File: src/rtl/stream_hblur_pkg.sv
// Shared types and the per-channel 3-tap kernel for the stream_hblur video pre-filter.
package stream_hblur_pkg;

   localparam int unsigned CH_W  = 8;
   localparam int unsigned PIX_W = 3 * CH_W;
   localparam int unsigned ACC_W = 10;

   localparam logic [3:0] VIDEO_PKT_ID = 4'h0;

   typedef struct packed {
      logic [CH_W-1:0] r;
      logic [CH_W-1:0] g;
      logic [CH_W-1:0] b;
   } pixel_t;

   typedef enum logic [2:0] {
      IDLE,
      PASS,
      V_FIRST,
      V_RUN,
      FLUSH
   } state_e;

   // (a + 2b + c + 2) >> 2; the 10-bit sum cannot overflow (max 1022)
   function automatic logic [CH_W-1:0] filt3(input logic [CH_W-1:0] a,
                                            input logic [CH_W-1:0] b,
                                            input logic [CH_W-1:0] c);
      logic [ACC_W-1:0] sum;
      sum = ACC_W'(a) + (ACC_W'(b) << 1) + ACC_W'(c) + ACC_W'(2);
      return sum[ACC_W-1:2];
   endfunction

endpackage

File: src/rtl/stream_hblur_tap3.sv
// Combinational [1 2 1]/4 smoothing of three neighbouring pixels, applied per RGB channel.
module hblur_tap3
   import stream_hblur_pkg::*;
(
   input  pixel_t i_a,
   input  pixel_t i_b,
   input  pixel_t i_c,
   output pixel_t o_y
);

   assign o_y.r = filt3(i_a.r, i_b.r, i_c.r);
   assign o_y.g = filt3(i_a.g, i_b.g, i_c.g);
   assign o_y.b = filt3(i_a.b, i_b.b, i_c.b);

endmodule

File: src/rtl/stream_hblur.sv
// Avalon-ST horizontal 3-tap blur with edge replication; non-video packets pass unmodified.
// Optional STREAM_HBLUR_FRAMECHK_EN adds frame_err, flagging video packets of the wrong length.
module stream_hblur
   import stream_hblur_pkg::*;
#(
   parameter int unsigned IMAGE_W = 640,
   parameter int unsigned IMAGE_H = 480
)(
   input  logic             clk,
   input  logic             reset_n,
   input  logic [PIX_W-1:0] sink_data,
   input  logic             sink_valid,
   output logic             sink_ready,
   input  logic             sink_sop,
   input  logic             sink_eop,
   output logic [PIX_W-1:0] source_data,
   output logic             source_valid,
   input  logic             source_ready,
   output logic             source_sop,
   output logic             source_eop,
   input  logic             mode
`ifdef STREAM_HBLUR_FRAMECHK_EN
   ,
   output logic             frame_err
`endif
);

   localparam int unsigned X_W       = (IMAGE_W > 1) ? $clog2(IMAGE_W) : 1;
   localparam logic [X_W-1:0] X_LAST = X_W'(IMAGE_W - 1);
   localparam int unsigned FRAME_PIX = IMAGE_W * IMAGE_H;

   state_e           r_state;
   state_e           w_state_nxt;
   logic [X_W-1:0]   r_x;
   logic [X_W-1:0]   w_x_nxt;
   logic [X_W-1:0]   w_x_inc;
   pixel_t           r_prev;
   pixel_t           r_cur;
   pixel_t           w_prev_nxt;
   pixel_t           w_cur_nxt;
   logic             r_eop_line;
   logic             w_eop_line_nxt;

   logic [PIX_W-1:0] r_src_data;
   logic             r_src_valid;
   logic             r_src_sop;
   logic             r_src_eop;

   logic             w_out_free;
   logic             w_accept;
   logic             w_line_end;
   logic             w_is_video;
   pixel_t           w_pix;
   pixel_t           w_tap_c;
   pixel_t           w_filt;
   logic             w_out_ld;
   logic [PIX_W-1:0] w_out_data;
   logic             w_out_sop;
   logic             w_out_eop;

   assign w_out_free = ~r_src_valid | source_ready;
   assign sink_ready = w_out_free & (r_state != FLUSH);
   assign w_accept   = sink_valid & sink_ready;
   assign w_pix      = pixel_t'(sink_data);
   assign w_x_inc    = (r_x == X_LAST) ? '0 : r_x + X_W'(1);
   assign w_line_end = (r_x == X_LAST) | sink_eop;
   assign w_is_video = (sink_data[3:0] == VIDEO_PKT_ID);
   // Right edge replicates the last held pixel instead of a new input
   assign w_tap_c    = (r_state == FLUSH) ? r_cur : w_pix;

   hblur_tap3 u_tap (
      .i_a (r_prev),
      .i_b (r_cur),
      .i_c (w_tap_c),
      .o_y (w_filt)
   );

   always_comb begin
      w_state_nxt    = r_state;
      w_x_nxt        = r_x;
      w_prev_nxt     = r_prev;
      w_cur_nxt      = r_cur;
      w_eop_line_nxt = r_eop_line;
      w_out_ld       = 1'b0;
      w_out_data     = sink_data;
      w_out_sop      = 1'b0;
      w_out_eop      = 1'b0;

      if (w_accept && sink_sop) begin
         // A descriptor restarts the packet from any state, dropping held pixels
         w_out_ld    = 1'b1;
         w_out_sop   = 1'b1;
         w_out_eop   = sink_eop;
         w_x_nxt     = '0;
         if (sink_eop)
            w_state_nxt = IDLE;
         else
            w_state_nxt = (w_is_video && mode) ? V_FIRST : PASS;
      end else begin
         case (r_state)
            PASS: begin
               if (w_accept) begin
                  w_out_ld  = 1'b1;
                  w_out_eop = sink_eop;
                  if (sink_eop)
                     w_state_nxt = IDLE;
               end
            end
            V_FIRST: begin
               if (w_accept) begin
                  w_prev_nxt     = w_pix;
                  w_cur_nxt      = w_pix;
                  w_x_nxt        = w_x_inc;
                  w_eop_line_nxt = sink_eop;
                  w_state_nxt    = w_line_end ? FLUSH : V_RUN;
               end
            end
            V_RUN: begin
               if (w_accept) begin
                  w_out_ld       = 1'b1;
                  w_out_data     = w_filt;
                  w_prev_nxt     = r_cur;
                  w_cur_nxt      = w_pix;
                  w_x_nxt        = w_x_inc;
                  w_eop_line_nxt = sink_eop;
                  w_state_nxt    = w_line_end ? FLUSH : V_RUN;
               end
            end
            FLUSH: begin
               if (w_out_free) begin
                  w_out_ld    = 1'b1;
                  w_out_data  = w_filt;
                  w_out_eop   = r_eop_line;
                  w_state_nxt = r_eop_line ? IDLE : V_FIRST;
               end
            end
            default: begin
               // IDLE: stray non-SOP words are accepted and dropped
            end
         endcase
      end
   end

   always_ff @(posedge clk or negedge reset_n) begin
      if (!reset_n) begin
         r_state     <= IDLE;
         r_x         <= '0;
         r_prev      <= '0;
         r_cur       <= '0;
         r_eop_line  <= 1'b0;
         r_src_valid <= 1'b0;
         r_src_data  <= '0;
         r_src_sop   <= 1'b0;
         r_src_eop   <= 1'b0;
      end else begin
         r_state    <= w_state_nxt;
         r_x        <= w_x_nxt;
         r_prev     <= w_prev_nxt;
         r_cur      <= w_cur_nxt;
         r_eop_line <= w_eop_line_nxt;
         if (w_out_ld) begin
            r_src_valid <= 1'b1;
            r_src_data  <= w_out_data;
            r_src_sop   <= w_out_sop;
            r_src_eop   <= w_out_eop;
         end else if (source_ready) begin
            r_src_valid <= 1'b0;
         end
      end
   end

   assign source_data  = r_src_data;
   assign source_valid = r_src_valid;
   assign source_sop   = r_src_sop;
   assign source_eop   = r_src_eop;

`ifdef STREAM_HBLUR_FRAMECHK_EN
   localparam int unsigned CNT_W = (FRAME_PIX > 1) ? $clog2(FRAME_PIX + 1) : 1;

   logic [CNT_W-1:0] r_pix_cnt;
   logic             r_frame_err;
   logic             w_in_video;

   assign w_in_video = (r_state == V_FIRST) || (r_state == V_RUN);

   // Counts pixels of a filtered video packet; pulses on a bad length or an abort
   always_ff @(posedge clk or negedge reset_n) begin
      if (!reset_n) begin
         r_pix_cnt   <= '0;
         r_frame_err <= 1'b0;
      end else begin
         r_frame_err <= 1'b0;
         if (w_accept) begin
            if (sink_sop) begin
               r_pix_cnt   <= '0;
               r_frame_err <= w_in_video;
            end else if (w_in_video) begin
               r_pix_cnt <= r_pix_cnt + CNT_W'(1);
               if (sink_eop)
                  r_frame_err <= ((r_pix_cnt + CNT_W'(1)) != CNT_W'(FRAME_PIX));
            end
         end
      end
   end

   assign frame_err = r_frame_err;
`else
   logic w_unused_frame;
   assign w_unused_frame = ^FRAME_PIX;
`endif

endmodule

File: config.mk
export PLATFORM = sky130hd
export DESIGN_NAME = stream_hblur
export DESIGN_NICKNAME = d
export VERILOG_FILES = /design/src/rtl/stream_hblur_pkg.sv /design/src/rtl/stream_hblur_tap3.sv /design/src/rtl/stream_hblur.sv
export SDC_FILE = /design/constraint.sdc
export NUM_CORES = 1
export LEC_CHECK = 0
export BUFFER_PORTS_ARGS = -buffer_cell sky130_fd_sc_hd__buf_2
export CAP_MARGIN = 20
export CELL_PAD_IN_SITES_DETAIL_PLACEMENT = 0
export CELL_PAD_IN_SITES_GLOBAL_PLACEMENT = 2
export CORE_UTILIZATION = 40
export DETAILED_ROUTE_END_ITERATION = 7
export PLACE_DENSITY = 0.9
export SYNTH_ARGS = -nofsm -noshare
export SYNTH_HDL_FRONTEND = slang
export SYNTH_HIERARCHICAL = 1
export SYNTH_SLANG_ARGS = --single-unit
export TNS_END_PERCENT = 30
File: constraint.sdc
create_clock -name clk -period 5.8 [get_ports clk]
set_input_delay 0.58 -clock clk [delete_from_list [all_inputs] [get_ports clk]]
set_output_delay 0.58 -clock clk [all_outputs]
set_load 0.01 [all_outputs]
==> impl_metrics.tcl, run 1 <==
set metrics [dict create \
    netlist_instances 628 \
    start_kind "flip-flop" \
    cts_made_buffers 9 \
    cts_resized 0 \
    initial_core_util 0.409 \
    vias 4866 \
    dp_cells 837 \
    status "completed" \
    fin_skew_ns 0.00922 \
    cp_slowest_cell "nor3b_2" \
    cts_tree "done" \
    fp.dieW_um 124 \
    p_leak_nw 2.99 \
    arrival_ns 4.27 \
    synthAdderAreaFrac 0.122 \
    grt_pass1_vias 4897 \
    ys_seq_elements 89 \
    synth_warnings 6 \
    synth_xor_area_frac 0.0280 \
    setup_viol 0 \
    via_per_inst 5.70 \
    grtUsageTotal 0.214 \
    power.total_w 0.00430 \
    setup_ws_ns 1.76 \
    drv_slew 0 \
    ys_types 59 \
    worst_slew_pin_slew_ns 1.04 \
    clk_latency_ns 0.36 \
    async_flop_share 1.00 \
    overflow 0 \
    rows 44 \
    area_delta_synth_final_pct 11.8 \
    fillCellCount 1440 \
    clockBufferDepth 2 \
    crit_required_ns 6.03 \
    preCtsSetupSlack_ns 1.80 \
    root_buffer "clkbuf_16" \
    h-tree-depth 3 \
    cts.sinks 89 \
    hpwl_um 9860 \
    muxShareOfSynthArea 0.0897 \
    io_pins 59 \
    die_h_um 124 \
    grt_pass1_wl_um 24800 \
    synth.net_count 706 \
    drc_errors 0 \
    synth_ff_type "dfrtp_1" \
    hold_viol_final 0 \
    cp_num_buf_inv 1 \
    cp-end-kind "flip-flop" \
    firstDrtPassIters 5 \
    synth-compound-area-share 0.189 \
    slowest_delay_ns 0.64 \
    cap_viol_max_count 0 \
    postCtsSetupRepairBufs 0 \
    avgSynthCellArea_um2 9.46 \
    whs_ns 0.162 \
    syn-cell-area_um2 5940 \
    cp_max_fo 48 \
    core-area_um2 14500 \
    fin_cells 854 \
    rsz0062_at_grt "false" \
    ant_nets 0 \
    fin_setup_tns_ns 0 \
    p_per_area_nw_per_um2 646 \
    clk_pin_slew_ns 0.07 \
    max_slew_margin 0.303 \
    dieArea_um2 15400 \
    post-route-min-period_ns 4.04 \
    ys_seq_area_frac 0.375 \
    synth_top_family_by_area "compound AO/OA/AOI/OAI gates" \
    wl_per_cell_um 17.8 \
    fmax_mhz 248 \
    wl_um 15200 \
    cp_cell_sequence "nor3b_2 -> buf_12 -> nand2_1 -> nand2_1 -> fa_1 -> ha_1 -> o21ai_0 -> nor2_1 -> o31a_1 -> a311oi_2 -> o21bai_1 -> o211ai_1 -> a21oi_1 -> a221o_1" \
    dr.first_iter.drc_count 226 \
    finalCritPeriodShare 0.696 \
    hold_class "input pin to asynchronous set/reset pin" \
    fin_nets 742 \
    synth_simple_gate_area_frac 0.149 \
    path_common_cell "nand2_1" \
    critPathKind "flip-flop to flip-flop" \
    synth_edf_count 0 \
    gp_congestion 0.827 \
    vdd_drop_max_v 0.000219 \
    hold_buffers 0 \
    portBuffers 58 \
    antenna_found_initial 1 \
    drive_gt1_frac 0.175 \
    cp_top_family "compound AO/OA/AOI/OAI gates" \
    grt_max_degree 58 \
]
[metal layers]
metal | track usage | part of all wire
met5 | 0 | 0
met4 | 0.0737 | 0.021
met3 | 0.0527 | 0.046
met2 | 0.336 | 0.45
met1 | 0.286 | 0.48
[kinds of logic after synthesis]
family | Yosys count
AOI/OAI and AO/OA | 163
xor gates and xnor gates | 19
adders and majority gates | 47
buffers and inverters | 60
DFF | 89
muxes | 50
and+or+nand+nor | 200
[state kept, by name (all words and copies together) (netlist names)]
signal	cells
r_cur	24
r_state	3
r_prev	24
source_data	24
source_valid	1
r_eop_line	1
source_eop	1
r_x	10
source_sop	1
[area by class of cell]
type,instances,area [µm²],share of cell area
tap,184,230,0.0346
clock buffer,14,264,0.0397
multi-input combinational,479,3470,0.522
timing repair buffer,67,373,0.0561
clock inverter,2,12.5,0.00188
inverter,18,67.6,0.0102
sequential,89,2230,0.335
antenna,1,2.50,0.000377
[cell usage after synthesis, types with 3 or more instances]
library cell	count	area, µm²
o21a_1	3	22.5
mux2_2	26	293
buf_2	17	85.1
o21ai_0	9	45.0
o211ai_1	25	188
dfrtp_1	89	2230
xnor2_1	13	114
inv_1	18	67.6
nor2_1	37	139
and2_1	4	25.0
xor2_1	6	52.6
a21o_1	4	30.0
nand3_1	9	45.0
mux2i_1	24	240
o21bai_1	4	30.0
clkbuf_1	19	71.3
a31oi_1	7	43.8
a221o_1	24	240
or3_1	3	18.8
fa_1	18	360
ha_1	29	363
nand2_1	111	417
a21oi_1	63	315
nor3_1	6	30.0
buf_6	4	45.0
nor4_1	4	25.0
nand4_1	4	25.0
nor2b_1	7	43.8
[path summary, 6_finish.rpt]
kind	startpoint	endpoint	slack (ns)	cells after the start
max	r_state[2]	source_data[15]	1.76	14
min	reset_n	r_prev[17]	0.16	1
max reg2reg	r_state[2]	source_data[15]	1.76	14
min reg2reg	source_data[11]	source_data[11]	0.51	1
max in group asynchronous	reset_n	r_cur[3]	4.52	2
min in group clk	source_data[11]	source_data[11]	0.51	1
[stage by stage]
stage / util / area, µm²
finish: 0.457 / 6650
CTS: 0.457 / 6640
global placement: 0.438 / 6370
global route: 0.457 / 6640
detailed placement: 0.438 / 6370
floorplan: - / 5940
[placed cells by master (no fill, tap or decap), types with 3 or more instances in the layout]
cell	instances
nor4_1	4
nand3_1	8
xor2_1	6
clkbuf_1	3
nand2_1	111
o21a_1	3
a21oi_1	63
fa_1	18
a21o_1	4
xnor2_1	13
nand4_1	4
a221o_1	24
buf_2	57
o21bai_1	4
or3_1	3
o211ai_1	25
inv_1	18
mux2_2	26
o21ai_0	9
nor3_1	5
a31oi_1	7
dfrtp_1	89
nor2_1	37
ha_1	29
clkbuf_16	9
mux2i_1	24
buf_4	9
and2_1	4
nor2b_1	7
[where the power goes]
part / switching (W) / internal (W)
clock network: 0.000248 / 0.000314
registers: 0.000281 / 0.000902
logic: 0.00133 / 0.00122
total: 0.00186 / 0.00243
No activity file was read; power rests on OpenSTA's default activity.
==> run 2: changes to the inputs <==
--- a/config.mk
+++ b/config.mk
@@ -9,9 +9,9 @@
 export CAP_MARGIN = 20
 export CELL_PAD_IN_SITES_DETAIL_PLACEMENT = 0
 export CELL_PAD_IN_SITES_GLOBAL_PLACEMENT = 2
-export CORE_UTILIZATION = 40
+export CORE_UTILIZATION = 34
 export DETAILED_ROUTE_END_ITERATION = 7
-export PLACE_DENSITY = 0.9
+export PLACE_DENSITY = 0.82
 export SYNTH_ARGS = -nofsm -noshare
 export SYNTH_HDL_FRONTEND = slang
 export SYNTH_HIERARCHICAL = 1
==> constraint.sdc (replaced) <==
create_clock -name clk -period 3.2 [get_ports clk]
set_input_delay 0.32 -clock clk [delete_from_list [all_inputs] [get_ports clk]]
set_output_delay 0.32 -clock clk [all_outputs]
set_load 0.01 [all_outputs]
==> impl_metrics.tcl, run 2 (synthesis results as in run 1) <==
set metrics [dict create \
    wl_per_cell_um 17.4 \
    grt_pass1_wl_um 27200 \
    violations "setup timing" \
    critPathKind "flip-flop to flip-flop" \
    start_kind "flip-flop" \
    setup_ws_ns -0.0950 \
    hpwl_um 11300 \
    hold_class "input pin to flip-flop" \
    firstDrtPassIters 5 \
    cts_made_buffers 9 \
    h-tree-depth 3 \
    ant_nets 0 \
    fmax_mhz 303 \
    drc_errors 0 \
    antenna_found_initial 0 \
    root_buffer "clkbuf_16" \
    portBuffers 58 \
    fin_skew_ns 0.00827 \
    arrival_ns 3.53 \
    p_per_area_nw_per_um2 1240 \
    preCtsSetupSlack_ns -0.125 \
    setup_viol 9 \
    fillCellCount 1681 \
    initial_core_util 0.353 \
    post-route-min-period_ns 3.30 \
    crit_required_ns 3.43 \
    status "finished, violations left" \
    insertedDiodeCount 0 \
    io_pins 59 \
    overflow 0 \
    grtUsageTotal 0.195 \
    power.total_w 0.00907 \
    drv_slew 0 \
    core-area_um2 16800 \
    stdcell_area_um2 7320 \
    vias 5134 \
    dieArea_um2 18000 \
    grt_max_degree 50 \
    finalCritPeriodShare 1.03 \
    final_common_cell "nand2_1" \
    dr.first_iter.drc_count 288 \
    wl_um 16500 \
    vdd_drop_max_v 0.000444 \
    die_h_um 134 \
    via_per_inst 5.42 \
    worst_slew_pin_slew_ns 0.910 \
    max_slew_margin 0.393 \
    fp.dieW_um 134 \
    cp-end-kind "flip-flop" \
    grt_pass1_vias 5190 \
    clockBufferDepth 2 \
    layout_common_cells "nand2_1 (107), dfrtp_1 (89), a21oi_1 (59), buf_2 (57), buf_4 (57)" \
    p_leak_nw 3.33 \
    cts_tree "done" \
    cap_viol_max_count 0 \
    rsz0062_at_grt "true" \
    drive_gt1_frac 0.270 \
    gp_congestion 0.848 \
    area_delta_synth_final_pct 23.1 \
    rows 47 \
    cts.sinks 89 \
    clk_pin_slew_ns 0.07 \
    cp_max_fo 4 \
    clk_latency_ns 0.35 \
    placed_cell_area_um2 6800 \
    fin_nets 800 \
    hold_viol_final 0 \
]
==> run 2: cell count changes in the layout (fill, tap and decap cells not counted), sizes merged <==
cell         previous run  this run
clkbuf                 14        12
buf                    67       124
diode                   1         0
clkinv                  1         2
bufinv                  0         1
dlygate4sd3             0         1
==> run 2: metal layers <==
layer	GRT usage	wire (µm)	vias up
met5	0	0	-
met1	0.267	7970	2532
li1	-	-	2455
met3	0.0265	583	26
met4	0.0793	409	0
met2	0.311	7540	121
==> run 2: metrics by stage <==
stage               std cells  hold slack [ns]  utilization  TNS [ns]
finish                    947            0.256        0.435    -0.396
global route              947            0.270        0.435     -2.70
CTS                       947            0.249        0.434    -0.381
detailed placement        917            0.356        0.404    -0.772
global placement          917            0.350        0.404   -0.0970
floorplan                 628           0.0244            -     -1.63
==> run 2: cell type report <==
class | count | area (µm²) | area share
multi-input combinational | 479 | 3580 | 0.490
sequential | 89 | 2230 | 0.304
timing repair buffer | 125 | 857 | 0.117
tap | 220 | 275 | 0.0376
clock buffer | 12 | 256 | 0.0351
inverter | 18 | 67.6 | 0.00923
clock inverter | 4 | 51.3 | 0.00701
==> run 2: power by group <==
part	total, W	internal [W]	switching, W
Combinational	0.00586	0.00301	0.00286
Clock	0.00112	0.000649	0.000470
Sequential	0.00209	0.00163	0.000453
==> run 2: worst paths after layout <==
| kind | from | to | slack (ns) | cells past startpoint |
|---|---|---|---|---|
| max | r_state[1] | source_data[6] | -0.1 | 14 |
| min | sink_data[8] | source_data[8] | 0.26 | 2 |
| max reg2reg | r_state[1] | source_data[6] | -0.1 | 14 |
| min reg2reg | source_data[12] | source_data[12] | 0.51 | 1 |
| max in group asynchronous | reset_n | r_prev[5] | 1.91 | 3 |
| min in group asynchronous | reset_n | r_cur[16] | 0.50 | 2 |
==> run 2: repair_timing <==
action	in CTS	in global routing
cloned	0	0
hold endpoints to repair	36	0
setup endpoints to repair	13	16
hold buffers	1	0
pin swaps	24	3
gates resized for setup	24	4
setup buffers	13	0
==> run 2: critical path: stages, from the launching register on <==
cell and delay, ns:
dfrtp_1 0.40, or3b_4 0.45, buf_6 0.14, nand2_2 0.06, nand2_2 0.06, fa_1 0.59, ha_4 0.22, a21o_1 0.20
a21oi_2 0.13, a21boi_2 0.08, a311oi_2 0.25, xnor2_1 0.11, o211ai_1 0.09, a21oi_1 0.09, a221o_1 0.28
==> run 3: changes to the inputs <==
--- a/config.mk
+++ b/config.mk
@@ -12,6 +12,7 @@
 export CORE_UTILIZATION = 34
 export DETAILED_ROUTE_END_ITERATION = 7
 export PLACE_DENSITY = 0.82
+export SKIP_LAST_GASP = 1
 export SYNTH_ARGS = -nofsm -noshare
 export SYNTH_HDL_FRONTEND = slang
 export SYNTH_HIERARCHICAL = 1
==> impl_metrics.tcl, run 3 (synthesis results as in run 1) <==
set metrics [dict create \
    hold_class "input pin to flip-flop" \
    power.total_w 0.00903 \
    firstDrtPassIters 4 \
    ant_nets 0 \
    root_buffer "clkbuf_16" \
    fillCellCount 1684 \
    cap_viol_max_count 0 \
    final_common_cell "nand2_1" \
    io_pins 59 \
    finalCritPeriodShare 1.03 \
    grt_pass1_wl_um 27200 \
    insertedDiodeCount 0 \
    max_slew_margin 0.391 \
    p_per_area_nw_per_um2 1240 \
    post-route-min-period_ns 3.30 \
    antenna_found_initial 0 \
    wl_um 16500 \
    core-area_um2 16800 \
    area_delta_synth_final_pct 22.9 \
    vias 5146 \
    cp_slowest_cell "fa_1" \
    drv_slew 0 \
    critPathKind "flip-flop to flip-flop" \
    cts_made_buffers 9 \
    clk_pin_slew_ns 0.07 \
    dr.first_iter.drc_count 338 \
    whs_ns 0.258 \
    drc_errors 0 \
    cp-end-kind "flip-flop" \
    gp_congestion 0.848 \
    path_common_cell "nand2_2" \
    crit_required_ns 3.43 \
    fin_nets 801 \
    hpwl_um 11300 \
    overflow 0 \
    portBuffers 58 \
    status "finished, violations left" \
    rsz0062_at_grt "true" \
    cp_max_fo 4 \
    drive_gt1_frac 0.264 \
    worst_slew_pin_slew_ns 0.913 \
    arrival_ns 3.53 \
    vdd_drop_max_v 0.000440 \
    die_h_um 134 \
    rows 47 \
    fp.dieW_um 134 \
    fin_setup_tns_ns -0.467 \
    slowest_delay_ns 0.59 \
    cts_tree "done" \
    clockBufferDepth 2 \
    layout_common_cells "nand2_1 (108), dfrtp_1 (89), a21oi_1 (59), buf_4 (58), buf_2 (57)" \
    wl_per_cell_um 17.4 \
    violations "setup timing" \
    via_per_inst 5.43 \
    cts.sinks 89 \
    grt_pass1_vias 5189 \
    fmax_mhz 303 \
    grt_max_degree 50 \
    p_leak_nw 3.33 \
    setup_ws_ns -0.101 \
    initial_core_util 0.353 \
    fin_skew_ns 0.00735 \
    cp_cell_sequence "or3b_4 -> buf_6 -> nand2_2 -> nand2_2 -> fa_1 -> ha_4 -> a21o_1 -> a21oi_2 -> a21boi_2 -> a311oi_2 -> xnor2_1 -> o211ai_1 -> a21oi_1 -> a221o_1" \
    dieArea_um2 18000 \
    setup_viol 10 \
    clk_latency_ns 0.35 \
    grtUsageTotal 0.195 \
    start_kind "flip-flop" \
    h-tree-depth 3 \
    utilization 0.434 \
    hold_viol_final 0 \
]
-- run 3: through the flow --
| stage | std cells | instance area [µm²] | setup WS [ns] |
|---|---|---|---|
| 2_1_floorplan | 628 | 6020 | -0.302 |
| 3_3_place_gp | 917 | 6800 | -0.0435 |
| 3_5_place_dp | 917 | 6800 | -0.125 |
| 4_1_cts | 947 | 7290 | -0.0951 |
| 5_1_grt | 948 | 7310 | -0.273 |
| 6_report | 948 | 7310 | -0.101 |
-- run 3: what timing repair did --
item	in CTS	in global routing
endpoints found under the setup margin	13	18
pin swaps	23	2
endpoints found under the hold margin	36	0
gates resized for setup	20	3
setup buffers	13	1
hold buffers	1	0
-- run 3: final cells by class --
| cell class | instances | area, µm² | share of cell area |
|---|---|---|---|
| Timing Repair Buffer | 126 | 865 | 0.118 |
| Clock inverter | 4 | 51.3 | 0.00702 |
| Clock buffer | 12 | 256 | 0.0351 |
| Sequential cell | 89 | 2230 | 0.305 |
| Multi-Input combinational cell | 479 | 3560 | 0.488 |
| Tap cell | 220 | 275 | 0.0377 |
| Inverter | 18 | 67.6 | 0.00925 |
-- run 3: path summary, 6_finish.rpt --
check,from,to,slack (ns),depth (start not counted)
min in group asynchronous,reset_n,r_cur[16],0.50,2
max in group asynchronous,reset_n,r_prev[5],1.91,3
max,r_state[1],source_data[6],-0.10,14
min,sink_data[8],source_data[8],0.26,2
min reg2reg,source_eop,source_eop,0.51,1
max reg2reg,r_state[1],source_data[6],-0.10,14
-- run 3: per-layer routing --
metal | vias up | global-route usage | share of wire
li1 | 2459 | - | -
met1 | 2528 | 0.267 | 0.49
met2 | 133 | 0.309 | 0.45
met3 | 26 | 0.0265 | 0.034
met4 | 0 | 0.0818 | 0.024
met5 | - | 0 | 0
-- run 3: critical path: cells and delay by family (launching register included) --
kind | cells | cell delay, ns
buffers and inverters | 1 | 0.14
XOR/XNOR | 1 | 0.12
AND/OR/NAND/NOR | 3 | 0.57
AO/OA/AOI/OAI | 7 | 1.13
adder cells (fa/ha/maj) | 2 | 0.81
flip-flops | 1 | 0.40
-- run 3: power breakdown --
group          internal [W]  switching [W]
registers           0.00163       0.000455
logic               0.00301        0.00282
clock network      0.000649       0.000466
total               0.00529        0.00374
